--- config.mk ---
export PLATFORM = sky130hd
export DESIGN_NAME = spwtcr_tx_ds_encoder_flat
export DESIGN_NICKNAME = d
export VERILOG_FILES = /design/src/rtl/spwtcr_tx_ds_encoder_if.sv /design/src/rtl/spwtcr_tx_ds_encoder.sv /design/src/flat_wrapper.sv
export SDC_FILE = /design/constraint.sdc
export NUM_CORES = 1
export LEC_CHECK = 0
export BUFFER_PORTS_ARGS = -buffer_cell sky130_fd_sc_hd__buf_2
export CAP_MARGIN = 20
export CORE_MARGIN = 1.5
export CORE_UTILIZATION = 45
export CTS_CLUSTER_DIAMETER = 200
export DETAILED_ROUTE_END_ITERATION = 10
export PLACE_DENSITY_LB_ADDON = 0.3
export SETUP_SLACK_MARGIN = 0.02
export SYNTH_ARGS = -nofsm -noshare
export SYNTH_HDL_FRONTEND = slang
export SYNTH_SLANG_ARGS = --single-unit
--- constraint.sdc ---
create_clock -name CLOCK -period 3.08 [get_ports CLOCK]
set_clock_uncertainty 0.1 [all_clocks]
set_input_delay 0.616 -clock CLOCK [delete_from_list [all_inputs] [get_ports CLOCK]]
set_output_delay 0.616 -clock CLOCK [all_outputs]
set_load 0.005 [all_outputs]
--- src/rtl/spwtcr_tx_ds_encoder_if.sv ---
// ---------------------------------------------------------------------------
// spwtcr_tx_ds_encoder_if
//
// Character request channel between the transmit controller and the
// SpaceWire Data-Strobe encoder. The transfer is a plain ready/valid
// handshake: a character moves into the encoder when tx_valid and tx_ready
// are both high on a rising clock edge.
//
// Signals:
//   tx_type  [2:0] character type (0 FCT, 1 EOP, 2 EEP, 3 DATA, 4 TIMECODE,
//                  5-7 NULL)
//   tx_data  [7:0] payload for DATA / TIMECODE characters
//   tx_valid       request from the controller
//   tx_ready       encoder buffer is empty and the link is enabled
//
// Modports:
//   master  transmit controller side (drives type/data/valid)
//   slave   encoder side (drives ready)
// ---------------------------------------------------------------------------
interface spwtcr_tx_ds_encoder_if;
  logic [2:0] tx_type;
  logic [7:0] tx_data;
  logic       tx_valid;
  logic       tx_ready;

  modport master (
    output tx_type,
    output tx_data,
    output tx_valid,
    input  tx_ready
  );

  modport slave (
    input  tx_type,
    input  tx_data,
    input  tx_valid,
    output tx_ready
  );
endinterface

--- src/rtl/spwtcr_tx_ds_encoder.sv ---
// ---------------------------------------------------------------------------
// spwtcr_tx_ds_encoder
//
// Transmit-side Data-Strobe encoder of the SpaceWire codec. Characters are
// taken from a one-entry ready/valid buffer, expanded into SpaceWire bit
// sequences with odd parity, and shifted out on Dout/Sout at a bit period of
// tx_div+1 clock cycles. When no character is pending a NULL (ESC+FCT) is
// sent. Dropping enable_tx aborts immediately and drives both pins low.
//
// Ports:
//   CLOCK      system clock, rising edge
//   RESET      asynchronous reset, active high
//   enable_tx  link transmit enable; low forces the encoder to OFF
//   tx_div     bit period minus one, sampled at every bit boundary
//   tx_if      character request channel (slave modport)
//   Dout       SpaceWire data line (registered)
//   Sout       SpaceWire strobe line (registered)
//   tx_busy    high while a character is being shifted out
// ---------------------------------------------------------------------------
module spwtcr_tx_ds_encoder #(
  parameter int DIV_WIDTH = 8
) (
  input  logic                 CLOCK,
  input  logic                 RESET,
  input  logic                 enable_tx,
  input  logic [DIV_WIDTH-1:0] tx_div,
  spwtcr_tx_ds_encoder_if.slave tx_if,
  output logic                 Dout,
  output logic                 Sout,
  output logic                 tx_busy
);

  typedef enum logic [1:0] {
    ST_OFF   = 2'd0,
    ST_LOAD  = 2'd1,
    ST_SHIFT = 2'd2
  } state_t;

  localparam logic [2:0] TYPE_FCT  = 3'd0;
  localparam logic [2:0] TYPE_EOP  = 3'd1;
  localparam logic [2:0] TYPE_EEP  = 3'd2;
  localparam logic [2:0] TYPE_DATA = 3'd3;
  localparam logic [2:0] TYPE_TIME = 3'd4;
  localparam logic [2:0] TYPE_NULL = 3'd5;

  state_t                 state, state_nxt;

  logic                   buf_full, buf_full_nxt;
  logic [2:0]             buf_type, buf_type_nxt;
  logic [7:0]             buf_data, buf_data_nxt;

  // Bits still to be emitted, next bit in position 0.
  logic [13:0]            shreg, shreg_nxt;
  // Number of bits still waiting in shreg (the bit on the line excluded).
  logic [3:0]             bits_left, bits_left_nxt;
  logic [DIV_WIDTH-1:0]   div_cnt, div_cnt_nxt;

  // Payload XOR of the last sub-character of the character most recently
  // loaded. It is written at LOAD, so by the time the next LOAD happens it
  // describes a sub-character that has been fully sent; an abort clears it.
  logic                   hist, hist_nxt;

  logic                   dout_nxt, sout_nxt;
  logic                   ready_q, ready_nxt;
  logic                   accept;
  logic                   emit;
  logic                   emit_bit;

  logic [2:0]             char_type;
  logic [13:0]            lc_bits;
  logic [3:0]             lc_len;
  logic                   lc_hist;

  // Control character P,1,c0,c1 packed with the first bit sent in bit 0.
  // P = NOT(h XOR 1) = h.
  function automatic logic [3:0] ctrl_char(input logic h, input logic c0,
                                           input logic c1);
    return {c1, c0, 1'b1, h};
  endfunction

  // Data character P,0,d0..d7 packed with the first bit sent in bit 0.
  // P = NOT(h XOR 0) = NOT h.
  function automatic logic [9:0] data_char(input logic h, input logic [7:0] d);
    return {d, 1'b0, ~h};
  endfunction

  assign tx_if.tx_ready = ready_q;

  // Builds the bit sequence of the character LOAD would take right now.
  // An empty buffer yields a NULL. For the two-part characters the second
  // sub-character always sees a history of 0, because the payload of ESC
  // (c0=c1=1) XORs to 0.
  always_comb begin : build_char
    char_type = buf_full ? buf_type : TYPE_NULL;
    lc_bits   = '0;
    lc_len    = 4'd8;
    lc_hist   = 1'b0;
    case (char_type)
      TYPE_FCT: begin
        lc_bits = {10'd0, ctrl_char(hist, 1'b0, 1'b0)};
        lc_len  = 4'd4;
        lc_hist = 1'b0;
      end
      TYPE_EOP: begin
        lc_bits = {10'd0, ctrl_char(hist, 1'b1, 1'b0)};
        lc_len  = 4'd4;
        lc_hist = 1'b1;
      end
      TYPE_EEP: begin
        lc_bits = {10'd0, ctrl_char(hist, 1'b0, 1'b1)};
        lc_len  = 4'd4;
        lc_hist = 1'b1;
      end
      TYPE_DATA: begin
        lc_bits = {4'd0, data_char(hist, buf_data)};
        lc_len  = 4'd10;
        lc_hist = ^buf_data;
      end
      TYPE_TIME: begin
        lc_bits = {data_char(1'b0, buf_data), ctrl_char(hist, 1'b1, 1'b1)};
        lc_len  = 4'd14;
        lc_hist = ^buf_data;
      end
      default: begin
        lc_bits = {6'd0, ctrl_char(1'b0, 1'b0, 1'b0),
                   ctrl_char(hist, 1'b1, 1'b1)};
        lc_len  = 4'd8;
        lc_hist = 1'b0;
      end
    endcase
  end

  // Next-state and datapath logic. LOAD is the final cycle of the previous
  // character's last bit period, so it also acts as the bit boundary that
  // emits the first bit of the new character. The FSM enters LOAD on the
  // edge after which no bits remain and the divisor reaches zero, which
  // keeps the line gap-free for every tx_div value including zero.
  always_comb begin : next_state_logic
    state_nxt     = state;
    buf_full_nxt  = buf_full;
    buf_type_nxt  = buf_type;
    buf_data_nxt  = buf_data;
    shreg_nxt     = shreg;
    bits_left_nxt = bits_left;
    div_cnt_nxt   = div_cnt;
    hist_nxt      = hist;
    dout_nxt      = Dout;
    sout_nxt      = Sout;
    emit          = 1'b0;
    emit_bit      = 1'b0;
    tx_busy       = (state == ST_SHIFT);
    accept        = tx_if.tx_valid & ready_q;

    case (state)
      ST_OFF: begin
        dout_nxt     = 1'b0;
        sout_nxt     = 1'b0;
        hist_nxt     = 1'b0;
        buf_full_nxt = 1'b0;
        if (enable_tx) begin
          state_nxt = ST_LOAD;
        end
      end
      ST_LOAD: begin
        emit          = 1'b1;
        emit_bit      = lc_bits[0];
        shreg_nxt     = lc_bits >> 1;
        bits_left_nxt = lc_len - 4'd1;
        div_cnt_nxt   = tx_div;
        hist_nxt      = lc_hist;
        buf_full_nxt  = 1'b0;
      end
      ST_SHIFT: begin
        if (div_cnt == '0) begin
          emit          = 1'b1;
          emit_bit      = shreg[0];
          shreg_nxt     = shreg >> 1;
          bits_left_nxt = bits_left - 4'd1;
          div_cnt_nxt   = tx_div;
        end else begin
          div_cnt_nxt = div_cnt - DIV_WIDTH'(1);
        end
      end
      default: begin
        state_nxt = ST_OFF;
      end
    endcase

    // Strobe toggles only when the data line does not, so Dout^Sout
    // changes exactly once per bit.
    if (emit) begin
      dout_nxt = emit_bit;
      sout_nxt = (emit_bit == Dout) ? ~Sout : Sout;
    end

    if (state == ST_LOAD || state == ST_SHIFT) begin
      state_nxt = (bits_left_nxt == 4'd0 && div_cnt_nxt == '0) ? ST_LOAD
                                                                 : ST_SHIFT;
    end

    if (accept) begin
      buf_full_nxt = 1'b1;
      buf_type_nxt = tx_if.tx_type;
      buf_data_nxt = tx_if.tx_data;
    end

    // Disable wins over everything, including a character mid-flight and
    // one accepted on this very edge.
    if (!enable_tx) begin
      state_nxt     = ST_OFF;
      dout_nxt      = 1'b0;
      sout_nxt      = 1'b0;
      buf_full_nxt  = 1'b0;
      hist_nxt      = 1'b0;
      shreg_nxt     = '0;
      bits_left_nxt = '0;
      div_cnt_nxt   = '0;
    end

    // tx_ready is registered so that it can read 1 while in reset; out of
    // reset it always equals (buffer empty AND state != OFF).
    ready_nxt = (state_nxt != ST_OFF) && !buf_full_nxt;
  end

  // State and datapath registers.
  always_ff @(posedge CLOCK or posedge RESET) begin : state_regs
    if (RESET) begin
      state     <= ST_OFF;
      buf_full  <= 1'b0;
      buf_type  <= '0;
      buf_data  <= '0;
      shreg     <= '0;
      bits_left <= '0;
      div_cnt   <= '0;
      hist      <= 1'b0;
      Dout      <= 1'b0;
      Sout      <= 1'b0;
      ready_q   <= 1'b1;
    end else begin
      state     <= state_nxt;
      buf_full  <= buf_full_nxt;
      buf_type  <= buf_type_nxt;
      buf_data  <= buf_data_nxt;
      shreg     <= shreg_nxt;
      bits_left <= bits_left_nxt;
      div_cnt   <= div_cnt_nxt;
      hist      <= hist_nxt;
      Dout      <= dout_nxt;
      Sout      <= sout_nxt;
      ready_q   <= ready_nxt;
    end
  end

endmodule

--- src/flat_wrapper.sv ---
// flat-port wrapper written by rule: the top's interface ports become plain ports
module spwtcr_tx_ds_encoder_flat 
#(
  parameter int DIV_WIDTH = 8
)
  (CLOCK, RESET, enable_tx, tx_div, Dout, Sout, tx_busy, tx_if_tx_type, tx_if_tx_data, tx_if_tx_valid, tx_if_tx_ready);
  spwtcr_tx_ds_encoder_if tx_if_i ();
  input  logic CLOCK;
  input  logic RESET;
  input  logic enable_tx;
  input  logic [DIV_WIDTH-1:0] tx_div;
  output logic Dout;
  output logic Sout;
  output logic tx_busy;
  input wire logic [$bits(tx_if_i.tx_type)-1:0] tx_if_tx_type;
  input wire logic [$bits(tx_if_i.tx_data)-1:0] tx_if_tx_data;
  input wire logic [$bits(tx_if_i.tx_valid)-1:0] tx_if_tx_valid;
  output wire logic [$bits(tx_if_i.tx_ready)-1:0] tx_if_tx_ready;
  assign tx_if_i.tx_type = tx_if_tx_type;
  assign tx_if_i.tx_data = tx_if_tx_data;
  assign tx_if_i.tx_valid = tx_if_tx_valid;
  assign tx_if_tx_ready = tx_if_i.tx_ready;
  spwtcr_tx_ds_encoder #(.DIV_WIDTH(DIV_WIDTH)) u_core (.CLOCK(CLOCK), .RESET(RESET), .enable_tx(enable_tx), .tx_div(tx_div), .tx_if(tx_if_i), .Dout(Dout), .Sout(Sout), .tx_busy(tx_busy));
endmodule
==> impl_metrics.tcl <==
set metrics [dict create \
    worstSkewPairLatency_ns 0.29 \
    fillers 516 \
    place_hpwl_um 4010 \
    rsz0062_at_grt "false" \
    crit_required_ns 3.16 \
    reg2reg_to "u_core.state[1]" \
    place.gp.congestion 0.866 \
    worstReg2RegStart "u_core.div_cnt[0]" \
    worstSetupPathType "flop to flop" \
    cp_slowest_cell "nor4b_2" \
    status "finished clean" \
    stdcell_count 372 \
    met3_wirelength_um 215 \
    finalSetupViolCount 0 \
    die_x_um 78.6 \
    async_reset_ff_share_pct 100 \
    core_mm2 0.00551 \
    syn_avg_cell_area_um2 9.42 \
    initialDrtViolationCount 136 \
    start_util_pct 46.7 \
    synth_edf_count 0 \
    met1Wirelength_um 2800 \
    cpMostUsedCell "nor4b_2" \
    netlist_instances 273 \
    cts_resized 0 \
    grt_usage_pct 19.4 \
    path_delay_family "simple AND/OR/NAND/NOR gates" \
    highest_layer "met4" \
    yosysWarningCount 0 \
    dp_cells 364 \
    nets 330 \
    placementRows 27 \
    path_depth 8 \
    vias_per_cell 5.54 \
    synth_top_area_share_pct 40.9 \
    fmax_ghz 0.385 \
    cts_inserted_buffers 5 \
    num_vias 2061 \
    antenna_found_initial 0 \
    cp_max_fo 6 \
    finalPower_w 0.00292 \
    syn_nets 304 \
    maxCapViolations 0 \
    fin_crit_sh_pct 84.4 \
    dr_wl_met2_um 2440 \
    chipHeight_um 78.6 \
    clock-sinks 43 \
    grt_start_max_net_pins 44 \
    ys_types 57 \
    grt_pass1_vias 1910 \
    cts_tree "yes" \
    gr-total-overflow 0 \
    setup_tns_ns 0 \
    power.leakage_nw 1.24 \
    grt_pass1_wl_um 9330 \
    wl_per_cell_um 14.9 \
    ant_nets 0 \
    clockRootBuffer "clkbuf_8" \
    path_cells "inv_1 -> ha_1 -> nor4b_2 -> a21oi_1 -> nor4_2 -> nor4b_2 -> nand3b_1 -> o221a_1" \
    hold_violations 0 \
    crit_buf_inv 1 \
    synth-seq-area-share_pct 41.9 \
    fin_crit_ns 2.60 \
    worstMarginPinSlew_ns 0.596 \
    port_buffers 26 \
    htree_levels 2 \
    syn_to_final_growth_pct 11.6 \
    max_stage_delay_ns 0.53 \
    postSynth.topFlopCell "dfrtp_1" \
    num_antenna_cells 0 \
    end_kind "flop" \
    ys_ff_latch 43 \
    holdWs_ns 0.338 \
    hp-class "input port to asynchronous set/reset pin" \
    drv_slew 0 \
    reg2regPathDepth 8 \
    ctsLongestPathBuffers 2 \
    critPathLaunchType "flop" \
    synth_top_cell_by_area "dfrtp_1" \
    clk_pin_slew_worst_paths_ns 0.08 \
    reg2reg_slack_ns 0.48 \
    cts_setup_buffers 0 \
    ios 27 \
    syn_area_mm2 0.00257 \
    synth.area.top_cells "dfrtp_1, mux2_2, ha_1" \
    max_slew_margin_pct 60.1 \
    holdBufCountCts 0 \
    peakVddDrop_mv 0.484 \
    powerDensity_mw_per_mm2 1020 \
    drc 0 \
    wirelength_um 5530 \
    dieArea_mm2 0.00618 \
    layout-drive-gt1-share_pct 22.7 \
    critical_path_arrival_ns 2.68 \
    drtPass1Iterations 4 \
]
## cell usage after synthesis, types with 3 or more instances
cell      number
o21ai_1       16
o21ai_0        7
o31ai_1        4
nand2_1       26
xnor2_1       10
and2_1         3
a31oi_1        3
dfrtp_1       42
nor3_1         5
clkbuf_1      10
o211ai_1       5
or3_1          3
a21oi_1       18
nand2b_1       3
xor2_1         4
a22oi_1        8
inv_1         10
mux2_2        11
nand3_1        3
and3_1         5
nor2_1        21
ha_1           8
## stage by stage
stage,instance area (um2),setup WS (ns),utilization [%]
3_3_place_gp,2790,0.606,50.6
3_5_place_dp,2790,0.540,50.6
4_1_cts,2870,0.513,52.1
6_report,2870,0.479,52.1
2_1_floorplan,2570,0.790,-
5_1_grt,2870,0.326,52.1
## state kept, by name, summed over array words and instances (netlist names)
signal,cells
u_core.shreg,13
u_core.buf_data,8
u_core.div_cnt,8
u_core.bits_left,4
u_core.buf_type,3
u_core.state,2
u_core.Dout,1
u_core.Sout,1
u_core.buf_full,1
u_core.hist,1
u_core.tx_if.tx_ready,1
## final cells by class
| cell class | instances | area, um2 | share of cell area [%] |
|---|---|---|---|
| Multi-Input combinational cell | 204 | 1400 | 48.6 |
| Sequential cell | 43 | 1080 | 37.5 |
| Timing Repair Buffer | 32 | 175 | 6.10 |
| Tap cell | 72 | 90.1 | 3.14 |
| Clock buffer | 6 | 72.6 | 2.53 |
| Inverter | 13 | 48.8 | 1.70 |
| Clock inverter | 2 | 12.5 | 0.436 |
## logic make-up after synthesis
family	synth area share (%)
and+or+nand+nor	20.6
AOI/OAI and AO/OA	20.1
DFF	41.9
buffers and inverters	3.89
xor gates and xnor gates	4.77
muxes	4.82
adders and majority gates	3.89
## how the worst max path moves through the flow
stage | from | endpoint
2_1_floorplan | u_core.state[0] | u_core.state[1]
3_5_place_dp | u_core.state[0] | u_core.state[1]
5_1_grt | u_core.div_cnt[0] | u_core.state[1]
3_3_place_gp | u_core.state[0] | u_core.state[1]
4_1_cts | u_core.state[0] | u_core.state[1]
6_report | u_core.div_cnt[0] | u_core.state[1]
## per-layer routing
layer  up-vias  global-route usage [%]
li1       1039                       -
met1       974                    28.4
met2        43                    28.9
met3         5                    3.49
met4         0                    6.25
met5         -                       0
## cells in the final DEF, fill, tap and decap left out, drive strengths merged, types with 10 or more instances in the layout
master	instances
buf	32
a21oi	19
nand2	26
nor2	21
dfrtp	42
xnor2	10
inv	12
o21ai	24
mux2	11
## worst register-to-register path: cells and delay by family, from the launching register on
family | cells | cell delay [ns]
compound gates | 2 | 0.40
fa+ha+maj | 1 | 0.21
buf+inv | 1 | 0.10
flops | 1 | 0.43
simple gates | 4 | 1.24
## power by group
part	internal (W)	switching [W]	total (W)
Sequential	0.000749	0.000213	0.000962
Combinational	0.000709	0.000901	0.00161
Clock	0.000159	0.000193	0.000352
Note: power is estimated with default switching activity, not from simulation.
